## config.mk

```make
export PLATFORM = sky130hd
export DESIGN_NAME = dmem_ctrl
export DESIGN_NICKNAME = d
export VERILOG_FILES = /design/src/rtl/dmem_ctrl.sv
export SDC_FILE = /design/constraint.sdc
export NUM_CORES = 1
export LEC_CHECK = 0
export CAP_MARGIN = 30
export CORE_MARGIN = 4
export CORE_UTILIZATION = 45
export CTS_CLUSTER_DIAMETER = 40
export DETAILED_ROUTE_END_ITERATION = 8
export PLACE_DENSITY = 0.73
export SLEW_MARGIN = 40
export SYNTH_ARGS = -nofsm -noshare
export SYNTH_HDL_FRONTEND = slang
export SYNTH_SLANG_ARGS = --single-unit
```

## constraint.sdc

```tcl
create_clock -name clk -period 4.2 [get_ports clk]
set_input_delay 0.42 -clock clk [delete_from_list [all_inputs] [get_ports clk]]
set_output_delay 0.42 -clock clk [all_outputs]
set_load 0.03 [all_outputs]
```

## src/rtl/dmem_ctrl.sv

```systemverilog
// MEM-stage data memory sequencer: one load/store at a time over req/gnt/rvalid, word-crossing accesses split in two beats.
// Latency 3 cycles aligned (5 split, 1 illegal) plus bus waits; stalls the pipeline until rsp_valid, no timeout.
module dmem_ctrl #(
  parameter int DW       = 32,
  parameter bit SPLIT_EN = 1'b1
) (
  input  logic          clk,
  input  logic          rst_n,
  input  logic          req_valid,
  input  logic          req_we,
  input  logic [2:0]    func3,
  input  logic [DW-1:0] addr,
  input  logic [DW-1:0] wdata,
  output logic          stall,
  output logic          rsp_valid,
  output logic [DW-1:0] rdata,
  output logic          err,
  output logic          bus_req,
  output logic          bus_we,
  output logic [DW-1:0] bus_addr,
  output logic [DW-1:0] bus_wdata,
  output logic [3:0]    bus_mask,
  input  logic          bus_gnt,
  input  logic          bus_rvalid,
  input  logic [DW-1:0] bus_rdata
);

  localparam logic [2:0] S_IDLE = 3'd0;
  localparam logic [2:0] S_REQ0 = 3'd1;
  localparam logic [2:0] S_RSP0 = 3'd2;
  localparam logic [2:0] S_REQ1 = 3'd3;
  localparam logic [2:0] S_RSP1 = 3'd4;
  localparam logic [2:0] S_DONE = 3'd5;

  logic [2:0]    state;
  logic          op_we;
  logic [2:0]    op_f3;
  logic [1:0]    op_off;
  logic          op_split;
  logic [3:0]    op_mask_hi;
  logic [DW-1:0] op_wdata_hi;
  logic [DW-1:0] op_addr1;
  logic [DW-1:0] lo_q;

  logic [7:0]    in_base;
  logic [7:0]    in_mask;
  logic [63:0]   in_data;
  logic          in_split;
  logic          in_size_ok;
  logic          in_legal;
  logic [DW-1:0] in_addr0;

  logic [55:0]   ld_word;
  logic [31:0]   ld_sh;
  logic [DW-1:0] ld_result;

  // Decode the presented op directly from the pipeline inputs so beat 0 can launch on the accept edge.
  always_comb begin
    in_base = 8'h0F;
    case (func3[1:0])
      2'b00:   in_base = 8'h01;
      2'b01:   in_base = 8'h03;
      default: in_base = 8'h0F;
    endcase
    in_mask  = in_base << addr[1:0];
    in_data  = {32'h0, wdata} << {addr[1:0], 3'b000};
    in_split = |in_mask[7:4];
    in_addr0 = {addr[DW-1:2], 2'b00};
    in_size_ok = 1'b0;
    case (func3)
      3'b000, 3'b001, 3'b010, 3'b100, 3'b101: in_size_ok = 1'b1;
      default:                                in_size_ok = 1'b0;
    endcase
    in_legal = in_size_ok && !(req_we && func3[2]) && !(in_split && !SPLIT_EN);
  end

  // The beat completing now is merged with the buffered low word; bytes above 55 are never addressable.
  always_comb begin
    ld_word = (state == S_RSP1) ? {bus_rdata[23:0], lo_q} : {24'h0, bus_rdata};
    ld_sh   = ld_word[31:0];
    case (op_off)
      2'd0: ld_sh = ld_word[31:0];
      2'd1: ld_sh = ld_word[39:8];
      2'd2: ld_sh = ld_word[47:16];
      2'd3: ld_sh = ld_word[55:24];
      default: ld_sh = ld_word[31:0];
    endcase
    ld_result = ld_sh;
    case (op_f3)
      3'b000:  ld_result = {{24{ld_sh[7]}}, ld_sh[7:0]};
      3'b001:  ld_result = {{16{ld_sh[15]}}, ld_sh[15:0]};
      3'b100:  ld_result = {24'h0, ld_sh[7:0]};
      3'b101:  ld_result = {16'h0, ld_sh[15:0]};
      default: ld_result = ld_sh;
    endcase
    if (op_we) begin
      ld_result = '0;
    end
  end

  assign stall = (req_valid && (state == S_IDLE)) || ((state != S_IDLE) && (state != S_DONE));

  always_ff @(posedge clk) begin
    if (!rst_n) begin
      state       <= S_IDLE;
      op_we       <= 1'b0;
      op_f3       <= 3'b000;
      op_off      <= 2'b00;
      op_split    <= 1'b0;
      op_mask_hi  <= 4'h0;
      op_wdata_hi <= '0;
      op_addr1    <= '0;
      lo_q        <= '0;
      bus_req     <= 1'b0;
      bus_we      <= 1'b0;
      bus_addr    <= '0;
      bus_wdata   <= '0;
      bus_mask    <= 4'h0;
      rsp_valid   <= 1'b0;
      rdata       <= '0;
      err         <= 1'b0;
    end else begin
      case (state)
        S_IDLE: begin
          rsp_valid <= 1'b0;
          err       <= 1'b0;
          if (req_valid) begin
            op_we       <= req_we;
            op_f3       <= func3;
            op_off      <= addr[1:0];
            op_split    <= in_split;
            op_mask_hi  <= in_mask[7:4];
            op_wdata_hi <= in_data[63:32];
            op_addr1    <= in_addr0 + 32'd4;
            if (in_legal) begin
              state     <= S_REQ0;
              bus_req   <= 1'b1;
              bus_we    <= req_we;
              bus_addr  <= in_addr0;
              bus_mask  <= in_mask[3:0];
              bus_wdata <= in_data[31:0];
            end else begin
              state     <= S_DONE;
              rsp_valid <= 1'b1;
              err       <= 1'b1;
              rdata     <= '0;
            end
          end
        end
        S_REQ0: begin
          if (bus_gnt) begin
            bus_req <= 1'b0;
            state   <= S_RSP0;
          end
        end
        S_RSP0: begin
          if (bus_rvalid) begin
            lo_q <= bus_rdata;
            if (op_split) begin
              state     <= S_REQ1;
              bus_req   <= 1'b1;
              bus_addr  <= op_addr1;
              bus_mask  <= op_mask_hi;
              bus_wdata <= op_wdata_hi;
            end else begin
              state     <= S_DONE;
              rsp_valid <= 1'b1;
              rdata     <= ld_result;
            end
          end
        end
        S_REQ1: begin
          if (bus_gnt) begin
            bus_req <= 1'b0;
            state   <= S_RSP1;
          end
        end
        S_RSP1: begin
          if (bus_rvalid) begin
            state     <= S_DONE;
            rsp_valid <= 1'b1;
            rdata     <= ld_result;
          end
        end
        S_DONE: begin
          // req_valid is still the completed instruction here; it is deliberately not re-accepted.
          rsp_valid <= 1'b0;
          err       <= 1'b0;
          state     <= S_IDLE;
        end
        default: state <= S_IDLE;
      endcase
    end
  end

endmodule

```

==> impl_results.md, run 1 <==
* Status: completed
* Clock Tree Root: clkbuf_16
* CP Capture Type: flip-flop
* Least-Margin Pin Slew at 0.8277 ns
* Period utilization at 80.07%
* Antenna Violating Nets Remaining at 0
* Global-route wire length before repair at 51.15 mm
* Via-per-instance ratio at 5.931
* GR Layer Usage met1 at 34.40%
* Layout cells sized above 1 at 9.494%
* Final min period at 3.363 ns
* CP Buf/Inv Count at 0
* Post-synthesis sequential area ratio at 38.68%
* Clk_skew at 0.02026 ns
* WS Path Type: reg -> reg
* Row cnt at 55
* Max Transition Viols Final at 0
* Crit path largest cell delay at 0.82 ns
* Post-CTS setup buffers at 0
* Netlist cell types at 69
* Fin nets at 1525
* RSZ-0062 raised after global routing: false
* Starting Density at 45.81%
* Via count at 10.25k
* Worst path cell trace: or3b_4 -> mux4_2 -> and3_1 -> nor2_2 -> a311oi_2
* Yosys Warn Count at 0
* Most used routing layer: met2
* Worst rel slew slack at 44.82%
* Area after DPL at 12520 sq um
* FMAX at 297.4 MHz
* Clk buf depth at 3
* Ys async rst share at 0%
* Final WS setup at 0.8370 ns
* Initial antenna violation count at 3
* Hold slack at 0.4393 ns
* Remaining DRCs at 0
* Number of flops mapped to enable cells by yosys at 0
* CP required at 4.57 ns
* GR met3 Demand/Resource at 4.903%
* Mapped Cells at 1281
* Skew-Pair Late Insertion Delay at 0.54 ns
* CP max FO at 47
* Most common cell after layout, fill and taps aside: nand2_1
* CP top delay family: simple AND/OR/NAND/NOR gates
* Remaining Overflow, GRT at 0
* Placer Congestion at 0.9212
* Max-cap violations at 0
* Final hold viol count at 0
* Initial DRC count at 882
* Startpoint types: flip-flop
* Die Ht at 160.1 um
* Ant diodes at 0
* Routed WL at 32.34 mm
* CTS H-tree lvls at 1
* Final Power at 6.383 mW
* Clock Sinks at 201
* Vias in the first global route at 9353
* Critical path arrival at 3.73 ns
* Leading cell types in the layout, fill and taps excluded: 247 x nand2_1, 206 x clkdlybuf4s50_1, 200 x dfxtp_1, 115 x a21oi_1, 100 x nor2_1
* Global routing met2 resource utilization at 36.72%
* # setup viols final at 0
* Place WS at 0.8952 ns
* Clk slew on worst S/H paths at 0.06 ns
* Hold crit path type: in -> reg
* GR Util All Layers at 23.84%
* Area Overhead vs Synth at 30.98%
* Max VDD drop at 0.2919 mV
* CTS Hold Bufs at 0
* Die area at 25620 sq um
* TritonCTS Buffers at 30
* Core ar. at 22710 sq um
* Power per cell area at 468.4 nW/um^2
* CTS tree: done
* Drt pass-1 iters at 6
* Cell Area, Synth at 10400 sq um
* CTS resizes at 0
* Number of synthesized register bits at 201
* Critical path's slowest cell: dfxtp_1
* Largest net degree at the start of global routing at 84
* Avg WL per Cell at 18.71 um
* Port Buf Inserts at 207
* Width of the die at 160.1 um
* Mean area per synthesized cell at 8.122 sq um
* Top FF cell, synth: dfxtp_1
* Post-DP HPWL at 21.98 mm
* Sum Neg Setup Slack at 0 ns
* LEAKAGE at 4.899 nW
* Io pins at 210
* Final Instance Area at 13630 sq um
area by class of cell:
class | count | area, sq um
clock buffers | 35 | 809.5
clock inverters | 21 | 292.8
fillers | 1994 | 9082
inverters | 9 | 36.28
multi-input cells | 952 | 5886
flip-flops and latches | 201 | 4025
well taps | 285 | 356.6
repair buffers | 225 | 2221
per-stage QoR:
stage          utilization [%]  std cells
4_1_cts                  59.98       1728
2_1_floorplan                -       1282
3_3_place_gp             55.06       1672
3_5_place_dp             55.12       1672
5_1_grt                  60.01       1728
6_report                 60.01       1728
cell usage after synthesis (7+ instances only):
cell	instances	area share (%)
nand2b_1	7	0.42
mux2_2	17	1.8
a311oi_1	39	3.3
a21oi_1	115	5.5
buf_1	11	0.40
nand4_1	10	0.60
a211oi_1	25	1.8
nand2_1	251	9.1
nand3_1	42	2.0
mux2i_1	44	4.2
o21ai_0	43	2.1
nor3_1	49	2.4
nor2_1	101	3.6
mux4_2	19	4.1
a31oi_1	13	0.78
o211ai_1	19	1.4
o2111ai_1	9	0.76
buf_2	13	0.63
xnor2_1	19	1.6
clkbuf_1	89	3.2
a211o_1	10	0.84
and3_1	7	0.42
xor2_1	8	0.67
nor4_1	8	0.48
a221oi_1	25	2.1
inv_1	9	0.32
dfxtp_1	201	39
where the power goes:
part           switching [mW]  internal [mW]  leakage (nW)
logic                   0.895          0.597          2.73
clock network           0.968           1.71         0.532
registers               0.124           2.08          1.64
total                    1.99           4.40          4.90
tightest hold or removal path: stages:
cell and delay, ns:
buf_4 0.31, nand2_1 0.13, a21oi_1 0.06
registers in the layout (all words and copies together) (netlist names):
register,cells
bus_mask,4
op_off,2
op_addr1,30
bus_wdata,32
rsp_valid,1
op_split,1
state,3
rdata,32
op_wdata_hi,24
lo_q,32
bus_addr,30
op_mask_hi,3
bus_req,1
err,1
bus_we,1
op_we,1
op_f3,3
kinds of logic after synthesis:
| group | after synthesis | share of synthesized area [%] |
|---|---|---|
| buffers and inverters | 129 | 5.111 |
| other | 1 | 0.03604 |
| AND/OR/NAND/NOR | 504 | 21.14 |
| XOR/XNOR | 27 | 2.273 |
| flip-flops | 201 | 38.68 |
| multiplexers | 81 | 10.32 |
| adder cells (fa/ha/maj) | 1 | 0.1202 |
| AO/OA/AOI/OAI | 337 | 22.32 |
final timing paths:
| check | slack (ns) | start | cells past startpoint | to |
|---|---|---|---|---|
| max | 0.84 | state[1] | 5 | rdata[30] |
| min | 0.44 | addr[1] | 3 | op_off[1] |
| max reg2reg | 0.84 | state[1] | 5 | rdata[30] |
| min reg2reg | 0.45 | op_wdata_hi[16] | 2 | op_wdata_hi[16] |
metal layers:
metal / up-vias / share of wire, %
met2: 448 / 46
met4: 6 / 2.4
met1: 4794 / 44
met3: 62 / 8.0
met5: - / 0.11
li1: 4939 / -
(Power assumes the default switching activity.)
==> run 2: changes to the inputs <==
==> constraint.sdc (replaced) <==
create_clock -name clk -period 3.45 [get_ports clk]
set_input_delay 0.345 -clock clk [delete_from_list [all_inputs] [get_ports clk]]
set_output_delay 0.345 -clock clk [all_outputs]
set_load 0.03 [all_outputs]
==> impl_results.md, run 2 (synthesized netlist as in run 1, its figures left out) <==
* Skew-Pair Late Insertion Delay at 0.56 ns (+0.02 ns)
* Flop pwr share at 34.1% (-0.5 points)
* Place WS at 0.6979 ns (-0.1973 ns)
* Clock group share of total power at 42.4% (+0.4 points)
* CP startpoint: state[1]
* Via-per-instance ratio at 5.952 (+0.34%)
* Clock Sinks at 201 (unchanged)
* Startpoint types: flip-flop
* Largest regs: bus_wdata: 32 flops, lo_q: 32 flops, rdata: 32 flops
* CP Capture Type: flip-flop
* CTS tree: done
* Status: completed
* GR met3 Demand/Resource at 4.955% (+0.052 points)
* CTS resizes at 0 (unchanged)
* Largest net degree at the start of global routing at 140 (+67%)
* GR Util All Layers at 24.33% (+0.50 points)
* CTS Hold Bufs at 0 (unchanged)
* TritonCTS Buffers at 30 (unchanged)
* CP top delay family: multiplexers
* Port Buf Inserts at 207 (unchanged)
* Worst path cell trace: or3b_4 -> buf_4 -> mux2i_1 -> mux4_2 -> nor2_1 -> a211o_1
* Antenna Violating Nets Remaining at 0 (unchanged)
* Final WS setup at 0.6808 ns (-0.1562 ns)
* WS Path Type: reg -> reg
* Area after DPL at 12570 sq um (+0.42%)
* Worst r2r path cells at 6 (+1)
* Clk buf depth at 3 (unchanged)
* R2R Path Start: state[1]
* Most common cell after layout, fill and taps aside: nand2_1
* Global-route wire length before repair at 52.32 mm (+2.3%)
* CP max FO at 26 (-45%)
* Core ar. at 22710 sq um (unchanged)
* Layout cells sized above 1 at 9.731% (+0.24 points)
* Via count at 10.33k (+0.75%)
* Final Instance Area at 13690 sq um (+0.43%)
* Setup slack, reg-to-reg at 0.68 ns (-0.16 ns)
* Final Power at 7.846 mW (+23%)
* Most used routing layer: met2
* Clk slew on worst S/H paths at 0.06 ns (about the same)
* # setup viols final at 0 (unchanged)
* Area Overhead vs Synth at 31.55%
* Post-CTS setup buffers at 0 (unchanged)
* GR Layer Usage met1 at 34.77% (+0.37 points)
* Power per cell area at 573.3 nW/um^2 (+22%)
* Least-Margin Pin Slew at 0.8334 ns (+0.005721 ns)
* Width of the die at 160.1 um (unchanged)
* Hold slack at 0.3499 ns (-0.08942 ns)
* Remaining DRCs at 0 (unchanged)
* Io pins at 210 (unchanged)
* Avg WL per Cell at 18.94 um (+1.2%)
* Combinational share of power at 23.6% (+0.2 points)
* Die Ht at 160.1 um (unchanged)
* Drt pass-1 iters at 5 (-1)
* Initial antenna violation count at 2 (-1)
* Clock Tree Root: clkbuf_16
* Final hold viol count at 0 (unchanged)
* LEAKAGE at 4.926 nW (+0.55%)
* Max-cap violations at 0 (unchanged)
* Clk_skew at 0.01746 ns (-0.002800 ns)
* Vias in the first global route at 9564 (+2.3%)
* Max Transition Viols Final at 0 (unchanged)
* Total internal power at 5.417 mW (+23%)
* Max VDD drop at 0.4054 mV (+39%)
* Crit path largest cell delay at 0.56 ns (-0.26 ns)
* Die area at 25620 sq um (unchanged)
* FMAX at 361.1 MHz (+21%)
* RSZ-0062 raised after global routing: false
* Worst rel slew slack at 44.24% (-0.59 points)
* Hold crit path type: in -> reg
* Post-DP HPWL at 22.24 mm (+1.2%)
* P_sw at 2.429 mW (+22%)
* Remaining Overflow, GRT at 0 (unchanged)
* Row cnt at 55 (unchanged)
* Initial DRC count at 862 (-2.3%)
* Final min period at 2.769 ns (-0.5938 ns)
* Critical path's slowest cell: dfxtp_1
* Hold path depth at 3 (unchanged)
* Critical path arrival at 3.20 ns (-0.53 ns)
* Routed WL at 32.86 mm (+1.6%)
* Hold path start: addr[1]
* Sw Ratio at 30.96% (-0.18 points)
* CP required at 3.88 ns (-0.69 ns)
* Leading cell types in the layout, fill and taps excluded: 250 x nand2_1, 206 x clkdlybuf4s50_1, 200 x dfxtp_1, 115 x a21oi_1, 100 x nor2_1
* Starting Density at 45.81% (unchanged)
* Fin nets at 1531 (+0.39%)
* CP Buf/Inv Count at 1 (+1)
* Placer Congestion at 0.9479 (+2.9%)
* CTS H-tree lvls at 1 (unchanged)
* Crit path depth at 6 (+1)
* Global routing met2 resource utilization at 37.13% (+0.40 points)
* Period utilization at 80.27% (+0.20 points)
* Sum Neg Setup Slack at 0 ns (unchanged)
## run 2: power groups by stage
stage                     Combinational, mW  Sequential (mW)  Clock [mW]
after floorplan                       0.966             2.90           0
after global placement                 1.80             2.71           0
after detailed placement               1.82             2.72           0
after CTS                              1.83             2.67        3.36
after global routing                   1.99             2.70        3.46
final                                  1.85             2.67        3.32
## run 2: final cells by class
cell class	count	area, sq um
diodes	1	2.502
clock buffers	35	809.5
clock inverters	21	302.8
fillers	2035	9024
inverters	9	36.28
multi-input cells	952	5878
flip-flops and latches	201	4025
well taps	285	356.6
repair buffers	231	2275
## run 2: worst paths after layout
check / endpoint
setup / recovery: rdata[12]
hold / removal: op_off[1]
setup reg to reg: rdata[12]
hold reg to reg: op_wdata_hi[16]
## run 2: worst reg2reg max path: stages, from the launching register on
cell and delay, ns:
dfxtp_1 0.56, or3b_4 0.42, buf_4 0.46, mux2i_1 0.51
mux4_2 0.37, nor2_1 0.06, a211o_1 0.24
## run 2: layer usage
layer | vias up | routed length, um
met2 | 444 | 14680
met1 | 4864 | 14270
met4 | 2 | 978
met3 | 75 | 2912
li1 | 4941 | -
met5 | - | 11
## run 2: through the flow
step           cells  util, %
6_report        1735    60.26
5_1_grt         1735    60.26
4_1_cts         1734    60.25
3_5_place_dp    1678    55.36
3_3_place_gp    1678    55.32
2_1_floorplan   1282        -
==> run 3: changes to the inputs <==
==> constraint.sdc (replaced) <==
create_clock -name clk -period 2.7 [get_ports clk]
set_input_delay 0.27 -clock clk [delete_from_list [all_inputs] [get_ports clk]]
set_output_delay 0.27 -clock clk [all_outputs]
set_load 0.03 [all_outputs]
==> impl_results.md, run 3 (synthesized netlist as in run 1, its figures left out) <==
* Hold path start: bus_rdata[28]
* R2R Path Start: state[1]
* Via-per-instance ratio at 5.904 (-0.79%)
* Row cnt at 55 (unchanged)
* Clock Sinks at 201 (unchanged)
* GR Util All Layers at 25.15% (+0.81 points)
* Clock Tree Root: clkbuf_16
* Least-Margin Pin Slew at 0.7558 ns (-0.07762 ns)
* Post-DP HPWL at 22.98 mm (+3.3%)
* Starting Density at 45.81% (unchanged)
* CTS resizes at 0 (unchanged)
* Core ar. at 22710 sq um (unchanged)
* Leading cell types in the layout, fill and taps excluded: 250 x nand2_1, 206 x clkdlybuf4s50_1, 200 x dfxtp_1, 115 x a21oi_1, 100 x nor2_1
* CTS H-tree lvls at 2 (+1)
* Io pins at 210 (unchanged)
* Worst path cell trace: or3b_4 -> mux4_2 -> and3_1 -> nor2_2 -> a311oi_1
* P_sw at 3.222 mW (+33%)
* Hold endpoint: lo_q[28]
* RSZ-0062 raised after global routing: false
* Worst rel slew slack at 49.56% (+5.3 points)
* Drt pass-1 iters at 5 (unchanged)
* Avg WL per Cell at 19.09 um (+0.79%)
* Max VDD drop at 0.3578 mV (-12%)
* Fillcell total at 1933 (-5.0%)
* Combinational share of power at 23.4% (-0.2 points)
* Crit path largest cell delay at 0.55 ns (about the same)
* Skew-Pair Late Insertion Delay at 0.50 ns (-0.06 ns)
* Layout cells sized above 1 at 11.61% (+1.9 points)
* Critical path's slowest cell: nor2_2
* TritonCTS Buffers at 35 (+17%)
* Post-CTS setup buffers at 0 (unchanged)
* Initial DRC count at 1002 (+16%)
* Port Buf Inserts at 207 (unchanged)
* CP Buf/Inv Count at 0 (-1)
* Largest net degree at the start of global routing at 118 (-16%)
* Die Ht at 160.1 um (unchanged)
* Max Transition Viols Final at 0 (unchanged)
* FMAX at 413.3 MHz (+14%)
* Max-cap violations at 0 (unchanged)
* CTS tree: done
* Clk_skew at 0.01506 ns (-0.002403 ns)
* Global-route wire length before repair at 53.35 mm (+2.0%)
* Area Overhead vs Synth at 34.91%
* Period utilization at 89.62% (+9.4 points)
* Most common cell after layout, fill and taps aside: nand2_1
* Clk buf depth at 3 (unchanged)
* Multi-input gate area at 5872 sq um (-0.11%)
* CP top delay family: simple AND/OR/NAND/NOR gates
* Seq. cell area at 4025 sq um (unchanged)
* Setup slack, reg-to-reg at 0.28 ns (-0.40 ns)
* Width of the die at 160.1 um (unchanged)
* Critical path arrival at 2.75 ns (-0.45 ns)
* # setup viols final at 0 (unchanged)
* Hold path depth at 3 (unchanged)
* Power per cell area at 745.2 nW/um^2 (+30%)
* Total internal power at 7.237 mW (+34%)
* Clock group share of total power at 43.9% (+1.5 points)
* Clk slew on worst S/H paths at 0.05 ns (about the same)
* Final min period at 2.420 ns (-0.3494 ns)
* Die area at 25620 sq um (unchanged)
* WS Path Type: reg -> reg
* Remaining DRCs at 0 (unchanged)
* Largest regs: bus_wdata: 32 flops, lo_q: 32 flops, rdata: 32 flops
* Fin nets at 1561 (+2.0%)
* Initial antenna violation count at 3 (+1)
* Flop pwr share at 32.7% (-1.4 points)
* Final hold viol count at 0 (unchanged)
* Remaining Overflow, GRT at 0 (unchanged)
* Placer Congestion at 0.9213 (-2.8%)
* CTS Hold Bufs at 0 (unchanged)
* Sw Ratio at 30.81% (-0.15 points)
* Startpoint types: flip-flop
* LEAKAGE at 5.130 nW (+4.2%)
* Routed WL at 33.73 mm (+2.6%)
* Via count at 10.43k (+1.0%)
* CP max FO at 15 (-42%)
* Hold crit path type: in -> reg
* CP required at 3.03 ns (-0.85 ns)
* Worst r2r path cells at 5 (-1)
* Hold slack at 0.3766 ns (+0.02676 ns)
* Sum Neg Setup Slack at 0 ns (unchanged)
* Antenna Violating Nets Remaining at 0 (unchanged)
* CP Capture Type: flip-flop
* Vias in the first global route at 9870 (+3.2%)
* RR Endpoint: rdata[22]
* Status: completed
run 3: per-layer routing:
metal	track usage [%]	wire [um]
met5	0	32
met4	9.347	1023
met3	6.219	2974
met2	38.67	15070
met1	34.31	14630
run 3: how the worst max path moves through the flow:
stage | start | endpoint | slack [ns] | cells after the start
2_1_floorplan | state[2] | rdata[29] | 0.72 | 6
3_3_place_gp | bus_rdata[15] | rdata[22] | 0.32 | 5
3_5_place_dp | func3[2] | bus_wdata[14] | 0.26 | 7
4_1_cts | state[0] | rdata[22] | 0.30 | 5
5_1_grt | state[2] | rdata[22] | 0.19 | 5
6_report | state[1] | rdata[22] | 0.28 | 5
run 3: per-stage QoR:
| step | utilization (%) | total power, mW | setup slack [ns] | cell area (sq um) | instances |
|---|---|---|---|---|---|
| floorplan | - | 4.935 | 0.7171 | 10410 | 1282 |
| global placement | 56.36 | 5.865 | 0.3192 | 12800 | 1703 |
| detailed placement | 56.36 | 5.886 | 0.2579 | 12800 | 1703 |
| CTS | 61.80 | 10.51 | 0.3026 | 14030 | 1766 |
| global route | 61.81 | 10.88 | 0.1927 | 14040 | 1767 |
| finish | 61.81 | 10.46 | 0.2802 | 14040 | 1767 |
run 3: power groups by stage:
| stage | Combinational (mW) | Clock [mW] | Sequential [mW] |
|---|---|---|---|
| 6_report | 2.45 | 4.59 | 3.42 |
| 5_1_grt | 2.64 | 4.80 | 3.45 |
| 4_1_cts | 2.43 | 4.66 | 3.42 |
| 3_5_place_dp | 2.41 | 0 | 3.48 |
| 3_3_place_gp | 2.39 | 0 | 3.47 |
| 2_1_floorplan | 1.23 | 0 | 3.70 |
run 3: worst register-to-register path: stages, from the launching register on:
cell	delay, ns
dfxtp_1	0.33
or3b_4	0.43
mux4_2	0.52
and3_1	0.22
nor2_2	0.55
a311oi_1	0.21
run 3: final cells by class:
cell class / count / share of cell area [%]
Antenna cell: 1 / 0.01783
Inverter: 9 / 0.2585
Multi-Input combinational cell: 952 / 41.83
Clock buffer: 40 / 6.891
Timing Repair Buffer: 256 / 17.88
Tap cell: 285 / 2.541
Clock inverter: 23 / 1.899
Sequential cell: 201 / 28.68
